<file path="src/rtl/rx_pkg.sv">
// Shared helpers for the receiver_array slice.
// Optional build macro RX_SYNC_EN (see rx_channel) adds a 2-flop input synchroniser.
package rx_pkg;

  // Width helper that never returns zero, so single-entry params still get a 1-bit bus.
  function automatic int clog2_min1(input int n);
    int w;
    w = $clog2(n);
    if (w < 1) begin
      return 1;
    end else begin
      return w;
    end
  endfunction

endpackage

</file>
<file path="src/rtl/rx_channel.sv">
// One 2-phase receive channel: request edge detection, ack toggle and token counter.
// With RX_SYNC_EN defined, inR is passed through a 2-flop synchroniser first.
module rx_channel
  import rx_pkg::*;
#(
  parameter int DEPTH = 2
) (
  input  logic clk,
  input  logic rst_n,
  input  logic inR,
  input  logic pop,
  output logic inA,
  output logic notEmpty,
  output logic full
);

  localparam int CNT_W = clog2_min1(DEPTH + 1);

  logic [CNT_W-1:0] cnt_r;
  logic             inA_r;
  logic             inRSync_s;
  logic             atDepth_s;
  logic             accept_s;

`ifdef RX_SYNC_EN
  logic meta_r;
  logic sync_r;

  // Two-stage synchroniser for requests arriving from unclocked stages.
  always_ff @(posedge clk or negedge rst_n) begin
    if (!rst_n) begin
      meta_r <= 1'b0;
      sync_r <= 1'b0;
    end else begin
      meta_r <= inR;
      sync_r <= meta_r;
    end
  end

  assign inRSync_s = sync_r;
`else
  assign inRSync_s = inR;
`endif

  // A pop in the same cycle frees the slot, so a full channel can still accept.
  assign atDepth_s = (cnt_r == CNT_W'(DEPTH));
  assign accept_s  = (inRSync_s != inA_r) & (~atDepth_s | pop);

  // Ack toggle and token count.
  always_ff @(posedge clk or negedge rst_n) begin
    if (!rst_n) begin
      inA_r <= 1'b0;
      cnt_r <= '0;
    end else begin
      inA_r <= inA_r ^ accept_s;
      if (accept_s && !pop) begin
        cnt_r <= cnt_r + CNT_W'(1);
      end else if (pop && !accept_s) begin
        cnt_r <= cnt_r - CNT_W'(1);
      end else begin
        cnt_r <= cnt_r;
      end
    end
  end

  assign inA      = inA_r;
  assign notEmpty = (cnt_r != '0);
  assign full     = atDepth_s;

endmodule

</file>
<file path="src/rtl/receiver_array.sv">
// N-channel 2-phase receiver with per-channel token buffers and a round-robin output arbiter.
// Build macro RX_SYNC_EN enables per-channel input synchronisers (3-cycle ack latency).
module receiver_array
  import rx_pkg::*;
#(
  parameter int NUM_CH = 4,
  parameter int DEPTH  = 2,
  localparam int IDX_W = clog2_min1(NUM_CH)
) (
  input  logic              clk,
  input  logic              rst_n,
  input  logic [NUM_CH-1:0] inR,
  output logic [NUM_CH-1:0] inA,
  input  logic              i_freeNext,
  output logic              o_valid,
  output logic [NUM_CH-1:0] o_grant,
  output logic [IDX_W-1:0]  o_grant_idx,
  output logic [NUM_CH-1:0] o_full
);

  logic [NUM_CH-1:0] notEmpty_s;
  logic [NUM_CH-1:0] pop_s;
  logic [IDX_W-1:0]  rrPtr_r;
  logic [IDX_W-1:0]  grantIdx_s;
  logic              found_s;
  logic [IDX_W:0]    cand_s;

  for (genvar c = 0; c < NUM_CH; c++) begin : g_ch
    rx_channel #(.DEPTH(DEPTH)) u_ch (
      .clk      (clk),
      .rst_n    (rst_n),
      .inR      (inR[c]),
      .pop      (pop_s[c]),
      .inA      (inA[c]),
      .notEmpty (notEmpty_s[c]),
      .full     (o_full[c])
    );
  end

  // Round-robin search starting at rrPtr_r, wrapping modulo NUM_CH.
  always_comb begin
    found_s    = 1'b0;
    grantIdx_s = '0;
    cand_s     = '0;
    for (int i = 0; i < NUM_CH; i++) begin
      cand_s = {1'b0, rrPtr_r} + (IDX_W+1)'(i);
      if (cand_s >= (IDX_W+1)'(NUM_CH)) begin
        cand_s = cand_s - (IDX_W+1)'(NUM_CH);
      end else begin
        cand_s = cand_s;
      end
      if (!found_s && notEmpty_s[cand_s[IDX_W-1:0]]) begin
        found_s    = 1'b1;
        grantIdx_s = cand_s[IDX_W-1:0];
      end else begin
        found_s    = found_s;
      end
    end
  end

  assign o_valid     = found_s;
  assign o_grant_idx = found_s ? grantIdx_s : '0;
  assign o_grant     = found_s ? (NUM_CH'(1) << grantIdx_s) : '0;
  assign pop_s       = o_grant & {NUM_CH{i_freeNext}};

  // Pointer moves just past the consumed channel; holds otherwise.
  always_ff @(posedge clk or negedge rst_n) begin
    if (!rst_n) begin
      rrPtr_r <= '0;
    end else if (i_freeNext && found_s) begin
      if (grantIdx_s == IDX_W'(NUM_CH - 1)) begin
        rrPtr_r <= '0;
      end else begin
        rrPtr_r <= grantIdx_s + IDX_W'(1);
      end
    end else begin
      rrPtr_r <= rrPtr_r;
    end
  end

endmodule

</file>
<file path="config.mk">
export PLATFORM = sky130hd
export DESIGN_NAME = receiver_array
export DESIGN_NICKNAME = d
export VERILOG_FILES = /design/src/rtl/rx_pkg.sv /design/src/rtl/rx_channel.sv /design/src/rtl/receiver_array.sv
export SDC_FILE = /design/constraint.sdc
export NUM_CORES = 1
export LEC_CHECK = 0
export ABC_AREA = 1
export CAP_MARGIN = 20
export CELL_PAD_IN_SITES_DETAIL_PLACEMENT = 1
export CELL_PAD_IN_SITES_GLOBAL_PLACEMENT = 1
export CORE_AREA = 2 2 52 66
export DETAILED_ROUTE_END_ITERATION = 10
export DIE_AREA = 0 0 54 68
export HOLD_SLACK_MARGIN = 0.05
export PLACE_DENSITY = 0.86
export RECOVER_POWER = 100
export SKIP_LAST_GASP = 1
export SLEW_MARGIN = 15
export SYNTH_ARGS = -nofsm -noshare
export SYNTH_HDL_FRONTEND = slang
export SYNTH_SLANG_ARGS = --single-unit
export TNS_END_PERCENT = 10
</file>
<file path="constraint.sdc">
create_clock -name clk -period 6 [get_ports clk]
set_input_delay 1.5 -clock clk [delete_from_list [all_inputs] [get_ports clk]]
set_output_delay 1.5 -clock clk [all_outputs]
set_load 0.05 [all_outputs]
</file>
Word level (Yosys, flattened, before mapping)
Cells that the tools add are included.

storage, ports and cells
  register bits = 14
  logic and storage cells = 122
  bits of input ports = 7
  output and inout bits = 15

operators by class
  equal/unequal tests = 9
  shift-type cells = 1
  reductions and logical operators = 31
  order comparisons = 8
  multiplexer cells = 31
  bitwise operators = 17
  $add $sub $neg = 16

operators with widths
  kind                                                                number
  2-to-1 mux 2 bit                                                    18
  nonzero test 2 bit                                                  8
  subtractor 2 x 1 -> 2 bit (second input constant)                   8
  logical AND 1 bit                                                   12
  < comparator 2 x 3 -> 1 bit (second input constant)                 4
  logical NOT 1 bit                                                   11
  adder 2 x 1 -> 2 bit (second input constant)                        5
  equality test 2 bit (second input constant)                         5
  greater-or-equal comparator 3 bit (second input constant)           3
  binary-select mux 1 bit (select 2 bit)                              4
  2-to-1 mux 1 bit                                                    8
  adder 2 x 2 -> 3 bit (second input constant)                        2
  bitwise AND 1 bit                                                   4
  bitwise AND 4 bit                                                   1
  2-to-1 mux 4 bit                                                    1
  != test 1 bit                                                       4
  inverter 1 bit                                                      4
  bitwise OR 1 bit                                                    4
  << shifter 1 x 2 -> 4 bit (first input constant)                    1
  XOR 1 bit                                                           4
  adder 2 x 1 -> 3 bit (second input constant)                        1
  greater-or-equal comparator 2 x 3 -> 1 bit (second input constant)  1

Logic depth before layout (Yosys ltp)
  word-level depth = 23
  mapped depth = 18
  gate-level depth less buffers = 17

Cells and area by module
Synthesis repeated with hierarchy kept, for this count alone.

second synthesis, totals
  cells, all modules = 190
  area, all modules = 1243.7 um^2

modules (own cells, without submodules)
  module          seq. area each (um^2)  instances  area each (um^2)  cells each
  rx_channel      75.1                   4          181.4             24
  receiver_array  50.0                   1          518.0             94

Worst setup path before layout
No wires, ideal clock.

  path kind = flip-flop to output port
  start point = register rrPtr_r[0]
  end point = output port o_grant[0]
  data required time = 4.500 ns
  stages on the path, launching flop included = 14
  buffers on the path = 1
  arrival = 2.358 ns
  path slack = 2.142 ns
  cells stage by stage = dfrtp_1 > buf_6 > inv_6 > nand2_1 > nand3_2 > nand2_2 > nor2_8 > nand3_4 > inv_2 > o21ai_2 > inv_2 > ha_1 > inv_1 > nor2_1

on the way
  elaborated cells between the ends (all ways) = 39
  classes of those cells = 7 x add/sub; 4 x order compare; 1 x shift; 21 x mux; 6 x reduce/logical

RTL lines
  element                                                                        RTL line              RTL
  start: declaration                                                             receiver_array.sv:23  logic [IDX_W-1:0] rrPtr_r;
  start signal: assignment                                                       receiver_array.sv:74  rrPtr_r <= grantIdx_s + IDX_W'(1);
  start signal: assignment                                                       receiver_array.sv:77  rrPtr_r <= rrPtr_r;
  parallel branches: the longest is 13 deep, another holds adder 2 x 1 -> 3 bit  -
  2-to-1 mux 1 bit (*)                                                           receiver_array.sv:52  if (!found_s && notEmpty_s[cand_s[IDX_W-1:0]]) begin
  via o_valid                                                                    receiver_array.sv:15  output logic o_valid,
  2-to-1 mux 4 bit (*)                                                           receiver_array.sv:63  assign o_grant = found_s ? (NUM_CH'(1) << grantIdx_s) : '0;
  end: declaration                                                               receiver_array.sv:16  output logic [NUM_CH-1:0] o_grant,

Mark *: on every way through the listed nets, which the timed path passes. The select of a mux whose other input is x is not followed.

Worst setup path in the final report
  start point = register rrPtr_r[0]
  end point = output port o_grant[0]

on the way
  cells in the longest elaborated chain, start to end = 16
  elaborated cells between the ends (all ways) = 39
  classes of those cells = 7 x add/sub; 4 x order compare; 1 x shift; 21 x mux; 6 x reduce/logical

ends and longest elaborated chain
  element                                                                        RTL line
  parallel branches: the longest is 15 deep, another holds adder 2 x 1 -> 3 bit  -
  2-to-1 mux 4 bit (*)                                                           receiver_array.sv:63

Mark *: on every way between the ends. The select of a mux whose other input is x is not followed.

==> metrics.txt <==
Bufs on Longest Clock Path=2; Die W=around 54 um; TNS Setup=0 ns; Slew Viols, Final=0; worst flop-to-flop path endpoint=g_ch[2].u_ch.cnt_r[1]$_DFFE_PN0P_; cell type contributing the most total cell area after synthesis=dfrtp_1; source-to-sink clock delay at the later pin of the worst-skew pair=around 0.26 ns; routability cong.=roughly 0.81; Final Hold Vio Count=0; CTS root buffer=clkbuf_8; via count of the first global-routing pass=between 1k and 1.5k; post-route antenna net violation count=0; number of rows in the core area=23; Clock Skew=between 0.007 and 0.008 ns; ranking of synthesized cells by area=dfrtp_1 29%, nand2_1 11%, ha_1 8.3%; Slew HR=0.552; Critical Path Sink Type=output port; routing usage on met1=0.201; worst-case reg-to-reg path depth=16; pin count of the biggest net entering global routing=15; Synthesis Warnings=0; ratio of final minimum period to clock period=0.845; number of vias per cell after detailed routing=slightly below 5; fraction of layout cells with a size suffix above 1=0.110; Data required, critical path=4.50 ns; grt met3 use=0.0262; synthesis-to-finish area growth=16.6%; Fmax achieved=just under 200 MHz; GRT met2 Usage=0.349; Crit Reg-Reg Startpoint=rrPtr_r[0]$_DFFE_PN0P_; result of the run=finished clean; half-perimeter wire length after placement=2320 um; Setup crit start kind=register; Final Critical Period=5.07 ns; Setup violations, final=0; global-route usage over all layers=0.186; total number of clock tree sinks=14; Synthesized Nets=roughly 170; average wire length per cell after detail routing=roughly 14 um; Worst Path Max Fanout=9; end point of the worst hold path=g_ch[0].u_ch.cnt_r[0]$_DFFE_PN0P_; count of pins on the block boundary=22; proportion of synthesized chip area in sequential cells=0.290; CTS HTree Levels=1; Worst Path Class, Setup=register to output port; number of register bits inferred by synthesis=14; Num CTS Buffers=3; residual overflow from global routing=0; initial drt markers=11; number of buffer cells added on primary ports=21; Cells after Synth=roughly 160; proportion of netlist area held by the largest area contributor=0.290; mean instance size in the synthesized netlist=slightly below 8 um2; buffer count from post-CTS setup fixing=0; reg2reg setup slack=roughly 2.5 ns; clock slew at reported path FFs=around 0.070 ns; post-synthesis cell area=1210 um2; distinct cell type count after synthesis=21; number of remaining DRC errors=0; Max-cap violations=0; post-cts sizing count=0; unrepaired setup endpoints after global routing=false; clock tree from TritonCTS=built; Worst Max-Slew Pin Slew=0.669 ns; total via count after detailed routing=~1.0k; number of instances on the worst hold path=1; class of the tightest hold or removal check=register to register; Die Area=~3700 um2; standard cell core area=3110 um2; number of antenna violations at the first check in global routing=0; count of hold buffers inserted by post-cts repair=0; startpoint of the tightest hold check path=g_ch[0].u_ch.cnt_r[0]$_DFFE_PN0P_; gr busiest metal=met2; final antenna diode count=0; wire length of the first global-routing pass=a little under 5000 um; Initial Util=0.389; Net count, final=between 150 and 200; Worst Path Arrival=approximately 3.6 ns; Routed WL=~2800 um; drt first pass iters=4; floorplan die height=68 um
-- cell type report --
cell class	count	area [um2]
multi-input combinational	114	669
sequential	14	350
clock buffer	4	55.1
timing repair buffer	21	210
tap	37	46.3
fill	391	1700
inverter	20	80.1
-- worst max path at each step --
stage / from / to / slack [ns] / depth (start not counted)
3_3_place_gp: rrPtr_r[0]$_DFFE_PN0P_ / o_grant[0] / 1.83 / 13
5_1_grt: rrPtr_r[0]$_DFFE_PN0P_ / o_grant[0] / 0.69 / 13
2_1_floorplan: rrPtr_r[0]$_DFFE_PN0P_ / o_grant[0] / 2.14 / 13
3_5_place_dp: rrPtr_r[0]$_DFFE_PN0P_ / o_grant[1] / 1.73 / 12
6_report: rrPtr_r[0]$_DFFE_PN0P_ / o_grant[0] / 0.93 / 13
4_1_cts: rrPtr_r[0]$_DFFE_PN0P_ / o_grant[0] / 1.42 / 13
-- cell usage in the layout, fill, tap and decap left out --
| cell type | n |
|---|---|
| nor2_1 | 14 |
| clkdlybuf4s50_1 | 4 |
| o21ai_2 | 1 |
| o21ai_0 | 6 |
| nor2_8 | 1 |
| nand2_1 | 35 |
| a21oi_1 | 9 |
| dfrtp_1 | 14 |
| inv_6 | 1 |
| xor2_1 | 4 |
| nand4_1 | 2 |
| nand3_1 | 15 |
| clkinv_1 | 1 |
| ha_1 | 8 |
| clkbuf_8 | 4 |
| nand3_2 | 4 |
| xnor2_1 | 8 |
| dlygate4sd3_1 | 17 |
| nand2_2 | 6 |
| inv_2 | 1 |
| inv_1 | 17 |
| nand2_4 | 1 |
-- critical path, stage by stage, from the launching register on --
cell and delay (ns):
dfrtp_1 0.58, inv_6 0.08, nand2_2 0.09, nand2_1 0.06
o21ai_2 0.17, inv_1 0.11, nand3_1 0.29, inv_1 0.18
o21ai_0 0.40, clkinv_1 0.21, ha_1 0.26, inv_1 0.06
nor2_1 0.05, dlygate4sd3_1 0.76
-- per-layer routing --
metal  vias up  routed length (um)
met5         -                   0
met4         0                  63
met3         5                  60
met2        17                1570
met1       491                1150
li1        524                   -
-- per-stage QoR --
step                      hold slack [ns]  utilization  instances  cell area (um2)  setup slack (ns)
after floorplan                     0.488            -        157             1210              2.14
after global placement              0.504        0.449        206             1400              1.83
after detailed placement            0.520        0.449        206             1400              1.73
after CTS                           0.536        0.467        210             1450              1.42
after global routing                0.559        0.454        210             1410             0.693
final                               0.524        0.454        210             1410             0.933
-- cells in the mapped netlist --
| cell | instances |
|---|---|
| inv_1 | 15 |
| o21ai_0 | 5 |
| o21ai_2 | 2 |
| buf_6 | 1 |
| a21oi_1 | 9 |
| nand4_1 | 2 |
| nor2_1 | 14 |
| nand2_1 | 34 |
| ha_1 | 8 |
| inv_2 | 4 |
| nand3_4 | 1 |
| buf_4 | 8 |
| nand2_4 | 1 |
| dfrtp_1 | 14 |
| nor2_8 | 1 |
| nand2_2 | 7 |
| nand3_2 | 8 |
| xor2_1 | 4 |
| xnor2_1 | 8 |
| nand3_1 | 10 |
| inv_6 | 1 |
-- logic make-up after synthesis --
| kind of cell | Yosys count | synth area share |
|---|---|---|
| flip-flops | 14 | 0.290 |
| XOR/XNOR | 12 | 0.0869 |
| AO/OA/AOI/OAI | 16 | 0.0724 |
| AND/OR/NAND/NOR | 78 | 0.343 |
| adder cells (fa/ha/maj) | 8 | 0.0827 |
| buffers and inverters | 29 | 0.125 |
Power is left out: the tool's default activity adds up to more than one toggle a clock period on the data nets, which glitch-free logic cannot reach.
==> RTL edit (config.mk and constraints unchanged) <==
The option `RX_SYNC_EN` is turned on by a define.
--- a/src/rtl/rx_channel.sv
+++ b/src/rtl/rx_channel.sv
@@ -1,5 +1,7 @@
 // One 2-phase receive channel: request edge detection, ack toggle and token counter.
 // With RX_SYNC_EN defined, inR is passed through a 2-flop synchroniser first.
+`define RX_SYNC_EN
+
 module rx_channel
   import rx_pkg::*;
 #(
Formal check against the unedited RTL: not equivalent (Yosys sat finds a counterexample within 4 cycles, from zero or initial values and one cycle with rst_n low).
==> RTL edit against the original RTL <==
- routed wire length up 11%
- utilization up 6.5 points
- final area up 14%
- cell count rose by 3.8%
- synthesized area is 17% higher
- sequential cell count rose by 8
- worst setup slack improved by 0.0065 ns
- count of clock-buffer cells in the layout decreased by 1
- first-iteration DRC count fell by 18%
- highest routed layer unchanged
Power is left out: the tool's default activity adds up to more than one toggle a clock period on the data nets, which glitch-free logic cannot reach.
==> RTL edit: results (changes against the original RTL) <==
status:
  status: "completed"
yosys:
  synth.yosys.seq_area_share_pct: 39.0  # +10 points
  syn_nets: 180  # +4.7%
  synth.ff_latch_count: 22  # +8
  synth_cell_types: 22  # +4.8%
  synth_area_leaders: "dfrtp_1 (39%), nand2_1 (9.1%), ha_1 (7.1%)"
  synth_area_per_cell_um2: 8.55  # +11%
  synth_common_cells: "nand2_1 (34), dfrtp_1 (22), inv_1 (15)"
worst_setup_path:
  crit_slowest_cell: "clkdlybuf4s50_1"
  cp.arrival_ns: 3.56  # about the same
  cp_slowest_stage_delay_ns: 0.83  # +0.07 ns
  critPathCapture: "o_grant[3]"
  r2r_setup_slack_ns: 2.43  # -0.06 ns
global_route:
  grt_pass1_vias: 1189  # +7.0%
  grt_pass1_wl_um: 5310  # +8.2%
  grtUsageMet3_pct: 3.06  # +0.44 points
  grt_use_met1_pct: 23.9  # +3.8 points
  grt_usage_pct: 20.0  # +1.4 points
  grt_max_degree: 23  # +8
worst_hold_path:
  holdPathEnd: "g_ch[0].u_ch.inRSync_s"
  worstHoldPathType: "reg -> reg"
  hold_start: "g_ch[0].u_ch.meta_r"
  min_path_cells: 0  # -1
final_layout:
  fin_nets: 198  # +4.8%
  drive_above_1_share_pct: 10.5  # -0.49 points
routing:
  met3WireLength_um: 69  # +15%
  vias_per_cell: 5.12  # +3.7%
  drt-met1-wl_um: 1380  # +20%
  wl_met2_um: 1700  # +8.5%
  wire_per_inst_um: 14.6  # +7.4%
  initialDrtViolationCount: 9  # -2
  num_vias: 1116  # +7.6%
place:
  gp_congestion: 0.840  # +4.1%
  hpwl_um: 2440  # +5.3%
  placed_cell_area_um2: 1600  # +14%
  dp_cells: 214  # +3.9%
timing:
  slew_headroom_pct: 39.1  # -16 points
  skew_ns: 0.00717  # -0.000518 ns
RTL edit: per-stage QoR:
| stage | setup WS (ns) | hold slack (ns) |
|---|---|---|
| 2_1_floorplan | 2.14 | 0.331 |
| 3_3_place_gp | 1.83 | 0.332 |
| 3_5_place_dp | 1.76 | 0.336 |
| 4_1_cts | 1.40 | 0.354 |
| 5_1_grt | 0.619 | 0.370 |
| 6_report | 0.939 | 0.355 |
RTL edit: layout make-up:
cell class / instances / area, um^2
Fill cell: 389 / 1500
Multi-Input combinational cell: 114 / 681
Sequential cell: 22 / 551
Timing Repair Buffer: 22 / 214
Inverter: 20 / 80.1
Tap cell: 37 / 46.3
Clock buffer: 3 / 41.3
RTL edit: cell families (layout without fill, tap and decap cells):
group	count (synthesis)	after routing	share of synthesized area, %
adder cells (fa/ha/maj)	8	8	7.10
flip-flops	22	22	39.0
AND/OR/NAND/NOR	78	78	29.5
AO/OA/AOI/OAI	16	16	6.21
buffers and inverters	29	45	10.7
XOR/XNOR	12	12	7.45
